[src/rtl/fetch_unit.sv]
// Instruction fetch stage: one outstanding imem request, a single-entry output
// buffer to decode, and redirect handling that squashes in-flight fetches.
module fetch_unit #(
  parameter int unsigned PC_STEP = 4
) (
  input  logic        clk,
  input  logic        rst_n,
  input  logic [31:0] pc_current,
  output logic [31:0] pc_next,
  input  logic        redirect_valid,
  input  logic [31:0] redirect_pc,
  output logic        imem_req_valid,
  input  logic        imem_req_ready,
  output logic [31:0] imem_req_addr,
  input  logic        imem_resp_valid,
  input  logic [31:0] imem_resp_data,
  output logic        out_valid,
  input  logic        out_ready,
  output logic [31:0] out_pc,
  output logic [31:0] out_instr
);

  localparam logic [31:0] PC_INC = 32'(PC_STEP);

  typedef enum logic [1:0] {
    ST_FETCH,
    ST_WAIT,
    ST_FULL,
    ST_KILL
  } state_t;

  state_t      r_state;
  logic [31:0] r_req_pc;
  logic [31:0] r_out_pc;
  logic [31:0] r_out_instr;
  logic        r_out_valid;
  logic        w_req_fire;

  assign w_req_fire     = (r_state == ST_FETCH) && imem_req_ready;
  assign imem_req_valid = (r_state == ST_FETCH);
  assign imem_req_addr  = pc_current;
  assign out_valid      = r_out_valid;
  assign out_pc         = r_out_pc;
  assign out_instr      = r_out_instr;

  // NOTE: every signal assigned in always_comb gets a default first so no latch is inferred.
  always_comb begin
    pc_next = pc_current;
    if (redirect_valid) begin
      pc_next = redirect_pc;
    end else if (w_req_fire) begin
      pc_next = pc_current + PC_INC;
    end
  end

  // NOTE: sequential state uses non-blocking assignments so all registers update together.
  always_ff @(posedge clk or negedge rst_n) begin
    if (!rst_n) begin
      r_state     <= ST_FETCH;
      r_req_pc    <= '0;
      r_out_pc    <= '0;
      r_out_instr <= '0;
      r_out_valid <= 1'b0;
    end else begin
      unique case (r_state)
        ST_FETCH: begin
          // A redirect without a handshake needs no action: the address follows pc_current.
          if (w_req_fire) begin
            r_req_pc <= pc_current;
            r_state  <= redirect_valid ? ST_KILL : ST_WAIT;
          end
        end
        ST_WAIT: begin
          if (redirect_valid) begin
            r_state <= imem_resp_valid ? ST_FETCH : ST_KILL;
          end else if (imem_resp_valid) begin
            r_out_pc    <= r_req_pc;
            r_out_instr <= imem_resp_data;
            r_out_valid <= 1'b1;
            r_state     <= ST_FULL;
          end
        end
        ST_FULL: begin
          // A redirect flushes the buffered instruction even if decode is taking it.
          if (redirect_valid || out_ready) begin
            r_out_valid <= 1'b0;
            r_state     <= ST_FETCH;
          end
        end
        ST_KILL: begin
          if (imem_resp_valid) begin
            r_state <= ST_FETCH;
          end
        end
        default: r_state <= ST_FETCH;
      endcase
    end
  end

endmodule

[config.mk]
export PLATFORM = sky130hd
export DESIGN_NAME = fetch_unit
export DESIGN_NICKNAME = d
export VERILOG_FILES = /design/src/rtl/fetch_unit.sv
export SDC_FILE = /design/constraint.sdc
export NUM_CORES = 1
export LEC_CHECK = 0
export CAP_MARGIN = 20
export CORE_MARGIN = 8
export CORE_UTILIZATION = 38
export CTS_CLUSTER_DIAMETER = 60
export CTS_CLUSTER_SIZE = 28
export DETAILED_ROUTE_END_ITERATION = 7
export MAX_ROUTING_LAYER = met4
export PLACE_DENSITY = 0.78
export SYNTH_ARGS = -nofsm -noshare
export SYNTH_HDL_FRONTEND = slang
export SYNTH_SLANG_ARGS = --single-unit
export TNS_END_PERCENT = 20
[constraint.sdc]
create_clock -name clk -period 2.1 [get_ports clk]
set_input_delay 0.21 -clock clk [delete_from_list [all_inputs] [get_ports clk]]
set_output_delay 0.21 -clock clk [all_outputs]
set_load 0.01 [all_outputs]
Word level (Yosys, flattened, before mapping)

Index checks and enable logic that the tools add are counted.

Muxes and demuxes: 14
Bitwise logic cells: 1
Equality and inequality tests: 9
Add/sub/neg operators: 1
Reductions and logical operators: 8

Operator list:

| cell                                                                  | count |
|---|---|
| 32-bit 2-to-1 mux                                                     | 2 |
| 32-bit by 3-bit adder with 32-bit output, second input constant       | 1 |
| 2-bit 2-to-1 mux                                                      | 7 |
| 2-bit != test, second input constant                                  | 4 |
| 2-bit case mux with 4 select lines                                    | 1 |
| 4-bit AND reduction                                                   | 2 |
| 2-bit equality test, second input constant                            | 2 |
| 1-bit 2-to-1 mux                                                      | 3 |
| 3-bit != test, second input constant                                  | 1 |
| 3-bit AND reduction                                                   | 1 |
| 2-bit by 1-bit equality test with 1-bit output, second input constant | 1 |
| 2-bit zero test                                                       | 1 |
| 2-bit by 1-bit != test with 1-bit output, second input constant       | 1 |
| 1-bit case mux with 2 select lines                                    | 1 |
| 2-bit AND reduction                                                   | 1 |
| 2-bit nonzero test                                                    | 1 |
| 1-bit logical AND                                                     | 1 |
| 1-bit logical OR                                                      | 1 |
| 1-bit inverter                                                        | 1 |

Logic and storage cells: 38
Output and inout port bits: 130
Register bits: 99

Longest topological paths before layout

Gate-level depths: netlist of the first run.

Word-level depth: 4
Gate-level depth with buffers: 6
Depth with buffers taken out: 5

Least setup slack after synthesis of the first run

No wires, ideal clock.

Path kind: register to output
Start point: register r_state[0]
End point: output pc_next[16]
Path slack: -0.034 ns
Data required time: 1.890 ns
Buffers on the path: 2
Cell stages (with the launch flop): 7
Arrival time: 1.924 ns
Cell sequence: dfrtp_1 -> clkbuf_1 -> and4bb_4 -> clkbuf_1 -> nand4_1 -> or3_1 -> a31oi_1

Cells in the longest elaborated chain, start to end: 4

RTL lines:

| element                  | line | source |
|---|---|---|
| start: declaration       | 32   | `state_t r_state;` |
| start signal: assignment | 70   | `r_state <= redirect_valid ? ST_KILL : ST_WAIT;` |
| start signal: assignment | 75   | `r_state <= imem_resp_valid ? ST_FETCH : ST_KILL;` |
| 2-bit zero test          | 39   | `assign w_req_fire = (r_state == ST_FETCH) && imem_req_ready;` |
| 1-bit logical AND        | 39   |  |
| 32-bit 2-to-1 mux        | 51   | `end else if (w_req_fire) begin` |
| 32-bit 2-to-1 mux        | 49   | `if (redirect_valid) begin` |
| end: declaration         | 9    | `output logic [31:0] pc_next,` |

Every way passes these cells.

Worst setup path after layout of the first run

Start point: register r_state[0]
End point: output pc_next[20]

The elaborated chain is that of the path after synthesis.

==> summary.txt, run 1 <==
Run status
  – Status: finished, violations left
  – Violated checks: negative setup slack

Drt
  – Initial DRC Count: approximately 290
  – Drt first pass iters: 4
  – DR vias: slightly below 5k
  – Routed vias/inst: roughly 5
  – Routed wire per std cell: approximately 18 microns
  – DRT Wirelength: 17500 microns
  – Antenna Nets Post-Route: 0
  – DRC viols: 0

STA
  – Final setup fails: 26
  – Slew Viols, Final: 0
  – Worst slew margin: 0.590
  – Setup_tns: -3.37 ns
  – Final critical-path setup slack: -0.241 ns
  – Clock Skew: between 0.008 and 0.009 ns
  – Fmax: approximately 430 MHz
  – Final Hold Fails: 0
  – Tmin final: between 2 and 2.5 ns
  – RSZ-0062 raised after global routing: yes
  – Least-Margin Pin Slew: 0.615 ns
  – Worst hold margin: approximately 0.15 ns
  – Period utilization: 1.11

Setup path
  – Crit path kind: register to output pin
  – Critical Path Sink: pc_next[20]
  – Worst R2R Setup Slack: between 0.4 and 0.5 ns
  – Reg2reg end: out_pc[18]
  – Reg2Reg Depth: 5
  – Crit path DAT: 2.13 ns
  – Critical path launch point: r_state[0]
  – Critical-path maximum fanout: 8
  – Worst Path Required: 1.89 ns
  – CP endpoint kind: output pin
  – Startpoint Class: register
  – Critical R2R Launch: r_state[1]

Pwr
  – Power density over the cells: 1060 nW/um^2
  – Worst VDD drop: between 600 and 700 uV
  – Lkg Pwr: about 3.7 nW

Synthesis
  – Cell count after synthesis: around 500
  – Number of synthesized register bits: slightly below 100
  – Main flop type after synthesis: dfrtp_1
  – Yosys cell types: between 40 and 50
  – Synth async-reset ratio: 1.00
  – Synth Area in Adders: 0.00250
  – Multiplexer share of the synthesized area: 0.153
  – Synth warn: 0
  – Mapped Area: about 5000 sq um
  – Compound-Gate Fraction of Synth Area: 0.0683
  – Avg Inst Size Synth: approximately 10 sq um
  – Number of flops mapped to enable cells by yosys: 0
  – Combinational family with the most area after synthesis: simple AND/OR/NAND/NOR gates
  – Synth Area in Simple Gates: 0.189
  – Syn nets: 599
  – XOR/XNOR Fraction of Synth Area: 0.0175
  – Register area share after synthesis: 0.495

Flow run
  – Max-Cap Viols: 0

Global route
  – Largest net degree at the start of global routing: 54
  – Vias in the first global route: 5086
  – GRT Resource Usage Total: 0.213
  – Initial antenna violation count: 1
  – First-pass GRT wire length: 27000 microns
  – GRT overflow: 0

Floorplanning
  – Core area: roughly 13000 sq um
  – Std-Cell Rows: 42
  – Starting Density: 0.384
  – Die X: approximately 130 microns
  – I/O pin count: approximately 230
  – Die Area: roughly 17000 sq um
  – Die H: between 100 and 150 microns

Clock network
  – Clock buffer depth: 2
  – Cts bufs inserted: 9
  – CTS clk-pin slew, worst paths: 0.07 ns
  – Htree depth: 3
  – Clk sinks: 99
  – CTS tree: yes
  – Clock Latency Late Sink: 0.34 ns
  – Root Driver: clkbuf_16

Final layout
  – Reg area: approximately 2500 sq um
  – Fillers: between 1k and 1.5k
  – Area of the multi-input gates: roughly 2300 sq um
  – Final #Nets: around 890
  – Area Growth Syn to Fin: 66.8%
  – Share of layout cells above drive strength 1: 0.307

Placement
  – Post-DP HPWL: between 10000 and 15000 microns
  – # port buffers: around 230
  – RD Place Congestion: 0.863
  – Pre-CTS setup slack: -1.07 ns

Hold path
  – Hold crit path type: input port to register
-- what timing repair did --
| item | in CTS | in global routing |
|---|---|---|
| resized for setup | 184 | 25 |
| endpoints found under the hold margin | 46 | 0 |
| pin swaps | 25 | 11 |
| buffers inserted | 9 | 4 |
| gates cloned | 0 | 0 |
| hold buffers | 1 | 0 |
| setup endpoints to repair | 32 | 32 |
-- registers in the layout, summed over array words and instances (netlist names) --
register,flops
r_req_pc,32
out_instr,32
out_valid,1
r_state,2
out_pc,32
-- Yosys cell counts (2+ instances only) --
cell / instances / area share
inv_1: 8 / 0.0060
nor3b_1: 2 / 0.0030
and4_1: 3 / 0.0053
nand3_1: 13 / 0.013
mux2_2: 66 / 0.15
dfrtp_1: 99 / 0.50
nor3_1: 4 / 0.0040
nand4_1: 14 / 0.017
a31o_2: 3 / 0.0053
o21ai_0: 22 / 0.022
o211ai_1: 4 / 0.0060
or4_1: 9 / 0.013
o31ai_1: 4 / 0.0060
clkbuf_1: 20 / 0.015
or3_1: 5 / 0.0063
a31oi_1: 13 / 0.016
and3_1: 6 / 0.0075
xnor2_1: 2 / 0.0035
nor2_1: 16 / 0.012
buf_2: 2 / 0.0020
nand2_1: 115 / 0.086
mux2i_1: 2 / 0.0040
buf_4: 32 / 0.048
xor2_1: 8 / 0.014
nor4_1: 2 / 0.0025
-- routing by layer --
layer	up-vias	track usage	wire (microns)	part of all wire
met5	-	-	0	0
met4	0	0.0722	286	0.016
met3	20	0.0418	1390	0.079
met2	180	0.356	8780	0.50
met1	2342	0.252	7090	0.40
li1	2283	-	-	-
-- final cells by class --
cell class | count | area share
diodes | 1 | 0.000300
clock buffers | 11 | 0.0303
clock inverters | 5 | 0.00495
inverters | 8 | 0.00360
multi-input cells | 332 | 0.274
flip-flops and latches | 99 | 0.297
well taps | 176 | 0.0264
repair buffers | 332 | 0.364
-- cell usage in the layout, fill, tap and decap left out, types with 9 or more instances in the layout --
master,n
clkdlybuf4s50_1,183
nand2_1,113
dfrtp_1,99
buf_4,91
mux2_2,66
buf_2,24
nor2_1,16
nand4_1,14
o21ai_0,14
a31oi_1,12
clkdlybuf4s15_1,10
buf_6,10
clkbuf_16,9
-- cell families after synthesis --
| group | Yosys count |
|---|---|
| AND/OR/NAND/NOR | 199 |
| flip-flops | 99 |
| multiplexers | 68 |
| buffers and inverters | 65 |
| AO/OA/AOI/OAI | 54 |
| XOR/XNOR | 10 |
| adder cells (fa/ha/maj) | 1 |
-- metrics by stage --
stage	utilization	total power (W)	cell area, sq um	instances
4_1_cts	0.633	0.00890	8250	959
3_5_place_dp	0.606	0.00726	7900	933
5_1_grt	0.640	0.00939	8350	964
2_1_floorplan	-	0.00491	5010	496
3_3_place_gp	0.606	0.00710	7900	933
6_report	0.640	0.00881	8350	964
-- power by group --
part / switching, W / internal, W
sequential: 0.000482 / 0.00284
combinational: 0.00160 / 0.00227
clock: 0.000735 / 0.000883
total: 0.00281 / 0.00600
-- worst min-delay path by stage --
stage / from / to / slack (ns) / cells after the start
floorplan: rst_n / out_instr[0] / -0.09 / 0
global placement: rst_n / out_instr[2] / 0.25 / 1
detailed placement: rst_n / out_instr[3] / 0.27 / 1
CTS: pc_current[16] / r_req_pc[16] / 0.13 / 3
global route: pc_current[16] / r_req_pc[16] / 0.16 / 3
finish: pc_current[16] / r_req_pc[16] / 0.15 / 3
-- worst max-delay path, cell delays in order, from the launching register on --
cell      delay (ns)
dfrtp_1         0.40
and4bb_4        0.38
buf_12          0.14
nand2_4         0.08
or4_4           0.48
a31oi_1         0.15
buf_2           0.16
Power figures use the tool's default switching activity.
==> run 2, diff against run 1 <==
--- a/config.mk
+++ b/config.mk
@@ -9,9 +9,8 @@
 export CORE_MARGIN = 8
 export CORE_UTILIZATION = 38
 export CTS_CLUSTER_DIAMETER = 60
-export CTS_CLUSTER_SIZE = 28
+export CTS_CLUSTER_SIZE = 40
 export DETAILED_ROUTE_END_ITERATION = 7
-export MAX_ROUTING_LAYER = met4
 export PLACE_DENSITY = 0.78
 export SYNTH_ARGS = -nofsm -noshare
 export SYNTH_HDL_FRONTEND = slang
==> summary.txt, run 2 (same netlist as run 1, synthesis figures left out) <==
Run status
  – Status: finished, violations left
  – Violated checks: negative setup slack

Clock network
  – Clk sinks: 99 (unchanged)
  – Clock Latency Late Sink: 0.34 ns (about the same)
  – Clock buffer depth: 2 (unchanged)
  – CTS tree: yes
  – CTS clk-pin slew, worst paths: 0.07 ns (about the same)
  – Root Driver: clkbuf_16
  – Htree depth: 3 (unchanged)
  – Cts bufs inserted: 9 (unchanged)

Setup path
  – Delay-heaviest family, CP: simple AND/OR/NAND/NOR gates
  – Worst Path Required: 1.89 ns (about the same)
  – Reg2Reg Depth: 5 (unchanged)
  – Startpoint Class: register
  – CP cell instances: and4bb_4, buf_4, nand3_4, or4_1, a31oi_1, buf_2
  – Crit-path slowest cell: or4_1
  – CP endpoint kind: output pin
  – WP depth: 6 (unchanged)
  – Critical-path maximum fanout: 5 (-3)
  – Crit path kind: register to output pin
  – CP peak stage delay: 0.49 ns (about the same)
  – Bufs and invs on worst path: 2 (unchanged)
  – Crit path DAT: 2.16 ns (+0.03 ns)

Global route
  – Largest net degree at the start of global routing: 53 (-1.9%)
  – Vias in the first global route: 5190 (+2.0%)
  – GRT Resource Usage Total: 0.210 (-0.00299)
  – First-pass GRT wire length: 27600 microns (+2.0%)
  – Initial antenna violation count: 1 (unchanged)
  – GRT overflow: 0 (unchanged)

STA
  – Worst hold margin: 0.249 ns (+0.0976 ns)
  – Final critical-path setup slack: -0.271 ns (-0.0301 ns)
  – Slew Viols, Final: 0 (unchanged)
  – Worst slew margin: 0.682 (+0.0924)
  – Final setup fails: 26 (unchanged)
  – Least-Margin Pin Slew: 0.477 ns (-0.139 ns)
  – Fmax: 422 MHz (-1.3%)
  – RSZ-0062 raised after global routing: yes
  – Period utilization: 1.13 (+0.0143)
  – Setup_tns: -3.96 ns (-0.583 ns)
  – Clock Skew: 0.00666 ns (-0.00145 ns)
  – Tmin final: 2.37 ns (+0.0301 ns)
  – Final Hold Fails: 0 (unchanged)

Pwr
  – Worst VDD drop: 636 uV (-7.3%)
  – Switch share: 0.324 (+0.00497)
  – Int Pwr: 0.00592 W (-1.4%)
  – Switching pwr: 0.00284 W (+0.90%)
  – Comb pwr share: 0.443 (+0.004)
  – Power density over the cells: 1050 nW/um^2 (-0.61%)
  – Seq pwr share: 0.380 (+0.003)
  – Clock share of power: 0.177 (-0.007)
  – Lkg Pwr: 3.73 nW (-0.41%)

Drt
  – DRT Wirelength: 18100 microns (+3.2%)
  – Routed vias/inst: 5.09 (+1.8%)
  – Antenna Nets Post-Route: 0 (unchanged)
  – DRC viols: 0 (unchanged)
  – Initial DRC Count: 347 (+22%)
  – DR vias: 4885 (+1.2%)
  – Drt first pass iters: 4 (unchanged)
  – Routed wire per std cell: 18.9 microns (+3.7%)

Floorplanning
  – Core area: 13000 sq um (unchanged)
  – Die H: 131 microns (unchanged)
  – Std-Cell Rows: 42 (unchanged)
  – Die X: 131 microns (unchanged)
  – Die Area: 17100 sq um (unchanged)
  – Starting Density: 0.384 (unchanged)
  – I/O pin count: 232 (unchanged)

Final layout
  – Area Growth Syn to Fin: 66.7% (about the same)
  – Final #Nets: 881 (-0.45%)
  – Share of layout cells above drive strength 1: 0.298 (-0.00992)
  – Leading cell type in the layout, fill and taps excluded: clkdlybuf4s50_1
  – Design Area, Final: 8340 sq um (about the same)
  – Post-layout util: 0.640 (about the same)
  – Fillers: 1149 (+6.5%)
  – Post-route insts no fill: 959 (-0.52%)
  – Most frequent cells in the layout: clkdlybuf4s50_1, nand2_1, dfrtp_1
  – N_diodes: 0 (-1)

Placement
  – Cell total after placement: 933 (unchanged)
  – Placed cell areas: 7920 sq um (+0.32%)
  – # port buffers: 231 (unchanged)
  – RD Place Congestion: 0.863 (-0.10%)
  – Post-DP HPWL: 14200 microns (+2.5%)

Hold path
  – Hold crit path type: input port to register
  – Min-Delay Path Depth: 3 (unchanged)

Flow run
  – Max-Cap Viols: 0 (unchanged)
==> run 2: cell count changes in the layout (fill, tap and decap cells not counted), moves of 2 or more <==
cell / change
dlygate4sd2_1: +14
clkdlybuf4s15_1: -10
buf_4: -8
buf_2: -4
buf_12: +2
clkbuf_8: -2
clkdlybuf4s15_2: +2
xor2_1: -2
xor2_2: +2
==> run 2: worst register-to-register path: cells and delay by family (launching register included) <==
family	cells	cell delay (ns)
DFF	1	0.40
and+or+nand+nor	1	0.29
muxes	1	0.40
buffers and inverters	3	0.49
==> run 2: worst paths after layout <==
check                                from            end  slack (ns)
setup / recovery               r_state[0]    pc_next[19]       -0.27
hold / removal             pc_current[16]   r_req_pc[16]        0.25
setup reg to reg               r_state[1]  out_instr[22]        0.42
hold reg to reg               r_req_pc[2]    r_req_pc[2]        0.47
max in group asynchronous           rst_n      out_pc[6]        1.08
min in group asynchronous           rst_n   out_instr[3]        0.37
==> run 2: what timing repair did <==
item | 4_1_cts | 5_1_grt
pin swaps | 27 | 4
setup endpoints to repair | 32 | 32
setup buffers | 6 | 3
gates resized for setup | 162 | 21
hold buffers | 1 | 0
hold endpoints to repair | 33 | 0
==> run 2: per-layer routing <==
| layer | global-route usage | wire length, microns | up-vias |
|---|---|---|---|
| met5 | 0 | 16 | - |
| met4 | 0.0918 | 478 | 2 |
| met3 | 0.0662 | 1650 | 33 |
| met2 | 0.349 | 8880 | 213 |
| met1 | 0.244 | 7070 | 2368 |
| li1 | - | - | 2269 |
==> run 2: layout make-up <==
| type | count | area [sq um] | area share |
|---|---|---|---|
| Inverter | 8 | 30.0 | 0.00360 |
| Timing Repair Buffer | 328 | 3040 | 0.365 |
| Clock buffer | 10 | 229 | 0.0274 |
| Clock inverter | 6 | 48.8 | 0.00585 |
| Tap cell | 176 | 220 | 0.0264 |
| Multi-Input combinational cell | 332 | 2290 | 0.275 |
| Sequential cell | 99 | 2480 | 0.297 |
==> run 2: power by group through the flow <==
stage	clock network (W)	registers, W	logic [W]
after floorplan	0	0.00358	0.00134
after global placement	0	0.00329	0.00381
after detailed placement	0	0.00337	0.00392
after CTS	0.00159	0.00333	0.00392
after global routing	0.00166	0.00345	0.00418
final	0.00155	0.00332	0.00388
==> run 2: per-stage QoR <==
stage / total power, W / worst slack [ns]
after floorplan: 0.00491 / 0.0157
after global placement: 0.00710 / -0.984
after detailed placement: 0.00729 / -0.990
after CTS: 0.00884 / -0.263
after global routing: 0.00929 / -0.374
final: 0.00876 / -0.271
==> run 3, diff against run 2 <==
--- a/config.mk
+++ b/config.mk
@@ -6,6 +6,7 @@
 export NUM_CORES = 1
 export LEC_CHECK = 0
 export CAP_MARGIN = 20
+export CORE_ASPECT_RATIO = 1.5
 export CORE_MARGIN = 8
 export CORE_UTILIZATION = 38
 export CTS_CLUSTER_DIAMETER = 60
==> summary.txt, run 3 (same netlist as run 1, synthesis figures left out) <==
Hold path
  – Min-Delay Path Depth: 3 (unchanged)
  – Hold_sp: pc_current[14]
  – Worst hold endpoint: r_req_pc[14]
  – Hold crit path type: input port to register

Setup path
  – Reg2Reg Depth: 5 (unchanged)
  – Crit path kind: register to output pin
  – CP peak stage delay: 0.48 ns (about the same)
  – Crit-path slowest cell: or4_4
  – Worst Path Required: 1.89 ns (about the same)
  – Crit path DAT: 2.15 ns (about the same)
  – Delay-heaviest family, CP: simple AND/OR/NAND/NOR gates
  – Bufs and invs on worst path: 2 (unchanged)
  – Worst R2R Setup Slack: 0.37 ns (-0.05 ns)
  – Critical-path maximum fanout: 7 (+2)
  – Reg2reg end: out_instr[17]
  – Critical R2R Launch: r_state[1]
  – CP endpoint kind: output pin
  – CP cell instances: and4bb_4, buf_6, nand3_4, or4_4, a31oi_1, buf_2
  – Startpoint Class: register

Pwr
  – Power density over the cells: 1090 nW/um^2 (+3.6%)
  – Worst VDD drop: 440 uV (-31%)
  – Power Total: 0.00890 W (+1.6%)
  – Lkg Pwr: 3.66 nW (-1.9%)

Clock network
  – Clock Latency Late Sink: 0.34 ns (about the same)
  – Clock buffer depth: 2 (unchanged)
  – Htree depth: 3 (unchanged)
  – Cts bufs inserted: 9 (unchanged)
  – CTS clk-pin slew, worst paths: 0.07 ns (about the same)
  – Root Driver: clkbuf_16
  – CTS tree: yes
  – Clk sinks: 99 (unchanged)

Global route
  – First-pass GRT wire length: 27100 microns (-1.7%)
  – GRT overflow: 0 (unchanged)
  – Largest net degree at the start of global routing: 47 (-11%)
  – Vias in the first global route: 5090 (-1.9%)
  – Initial antenna violation count: 0 (-1)
  – GRT Resource Usage Total: 0.205 (-0.00496)

STA
  – Slew Viols, Final: 0 (unchanged)
  – Final setup fails: 22 (-15%)
  – Setup_tns: -3.45 ns (+0.508 ns)
  – Clock Skew: 0.00961 ns (+0.00295 ns)
  – Final Hold Fails: 0 (unchanged)
  – Fmax: 424 MHz (+0.42%)
  – Worst slew margin: 0.677 (-0.00490)
  – Worst hold margin: 0.224 ns (-0.0249 ns)
  – Final critical-path setup slack: -0.261 ns (+0.00996 ns)
  – Period utilization: 1.12 (-0.00474)
  – Least-Margin Pin Slew: 0.484 ns (+0.00735 ns)
  – Tmin final: 2.36 ns (-0.00996 ns)
  – RSZ-0062 raised after global routing: yes

Drt
  – DRT Wirelength: 17800 microns (-1.8%)
  – Antenna Nets Post-Route: 0 (unchanged)
  – Initial DRC Count: 182 (-48%)
  – DR vias: 4807 (-1.6%)
  – DRC viols: 0 (unchanged)
  – Routed vias/inst: 5.17 (+1.6%)
  – Routed wire per std cell: 19.1 microns (+1.4%)
  – Drt first pass iters: 4 (unchanged)

Flow run
  – Max-Cap Viols: 0 (unchanged)

Final layout
  – Post-layout util: 0.631 (-0.00885)
  – Reg area: 2480 sq um (unchanged)
  – Final #Nets: 868 (-1.5%)
  – Share of layout cells above drive strength 1: 0.286 (-0.0119)
  – N_diodes: 0 (unchanged)
  – Area of the multi-input gates: 2270 sq um (-1.1%)
  – Area Growth Syn to Fin: 63.4%
  – Leading cell type in the layout, fill and taps excluded: clkdlybuf4s50_1
  – Most frequent cells in the layout: clkdlybuf4s50_1, nand2_1, dfrtp_1
  – Fillers: 1071 (-6.8%)

Placement
  – Pre-CTS setup slack: -0.928 ns (+0.0620 ns)
  – # port buffers: 231 (unchanged)
  – RD Place Congestion: 0.858 (-0.58%)
  – Post-DP HPWL: 13900 microns (-2.2%)

Floorplanning
  – Die X: 110 microns (-16%)
  – I/O pin count: 232 (unchanged)
  – Core area: 13000 sq um (-0.60%)
  – Starting Density: 0.386 (+0.00234)
  – Std-Cell Rows: 51 (+21%)
  – Die H: 157 microns (+20%)
  – Die Area: 17200 sq um (+0.45%)

Run status
  – Status: finished, violations left
  – Violated checks: negative setup slack
-- run 3: changes by cell type in the layout (fill, tap and decap cells not counted), moves of 3 or more --
cell,before,now
clkdlybuf4s15_2,3,0
clkbuf_2,0,3
buf_4,83,71
clkdlybuf4s15_1,0,10
dlygate4sd2_1,19,10
buf_12,7,4
-- run 3: tightest hold or removal path: stages --
cell	delay, ns
clkdlybuf4s15_1	0.20
nand2_1	0.07
nand2_1	0.06
-- run 3: final cells by class --
cell class,count,share of cell area
Timing Repair Buffer,315,0.354
Inverter,8,0.00367
Tap cell,159,0.0243
Sequential cell,99,0.303
Clock buffer,9,0.0275
Multi-Input combinational cell,332,0.277
Clock inverter,7,0.00994
-- run 3: worst max path at each step --
stage | start | to | slack [ns] | depth (start not counted)
detailed placement | pc_current[11] | pc_next[25] | -0.93 | 7
global route | r_state[0] | pc_next[29] | -0.34 | 6
global placement | pc_current[11] | pc_next[27] | -0.92 | 6
CTS | r_state[1] | pc_next[29] | -0.27 | 6
floorplan | r_state[0] | pc_next[24] | 0.02 | 5
finish | r_state[0] | pc_next[29] | -0.26 | 6
-- run 3: metrics by stage --
stage / instance area [sq um] / cells
2_1_floorplan: 5010 / 496
3_3_place_gp: 7800 / 906
3_5_place_dp: 7800 / 906
4_1_cts: 8110 / 926
5_1_grt: 8180 / 929
6_report: 8180 / 929
-- run 3: timing repair --
action / CTS / global route
hold buffers: 1 / 0
pin swaps: 24 / 15
setup buffers: 3 / 3
gates resized for setup: 152 / 35
setup endpoints to repair: 32 / 29
endpoints found under the hold margin: 35 / 0
-- run 3: power by group --
part | leakage, nW | switching, W | total, W | internal (W)
clock network | 0.153 | 0.000752 | 0.00170 | 0.000945
logic | 2.28 | 0.00166 | 0.00389 | 0.00223
registers | 1.22 | 0.000468 | 0.00331 | 0.00284
total | 3.66 | 0.00288 | 0.00890 | 0.00602
-- run 3: layer usage --
| layer | vias to the layer above | global-route usage | wire [microns] |
|---|---|---|---|
| met5 | - | 0 | 0 |
| met4 | 0 | 0.106 | 724 |
| met3 | 37 | 0.0441 | 1060 |
| met2 | 187 | 0.379 | 9910 |
| met1 | 2340 | 0.205 | 6070 |
| li1 | 2243 | - | - |
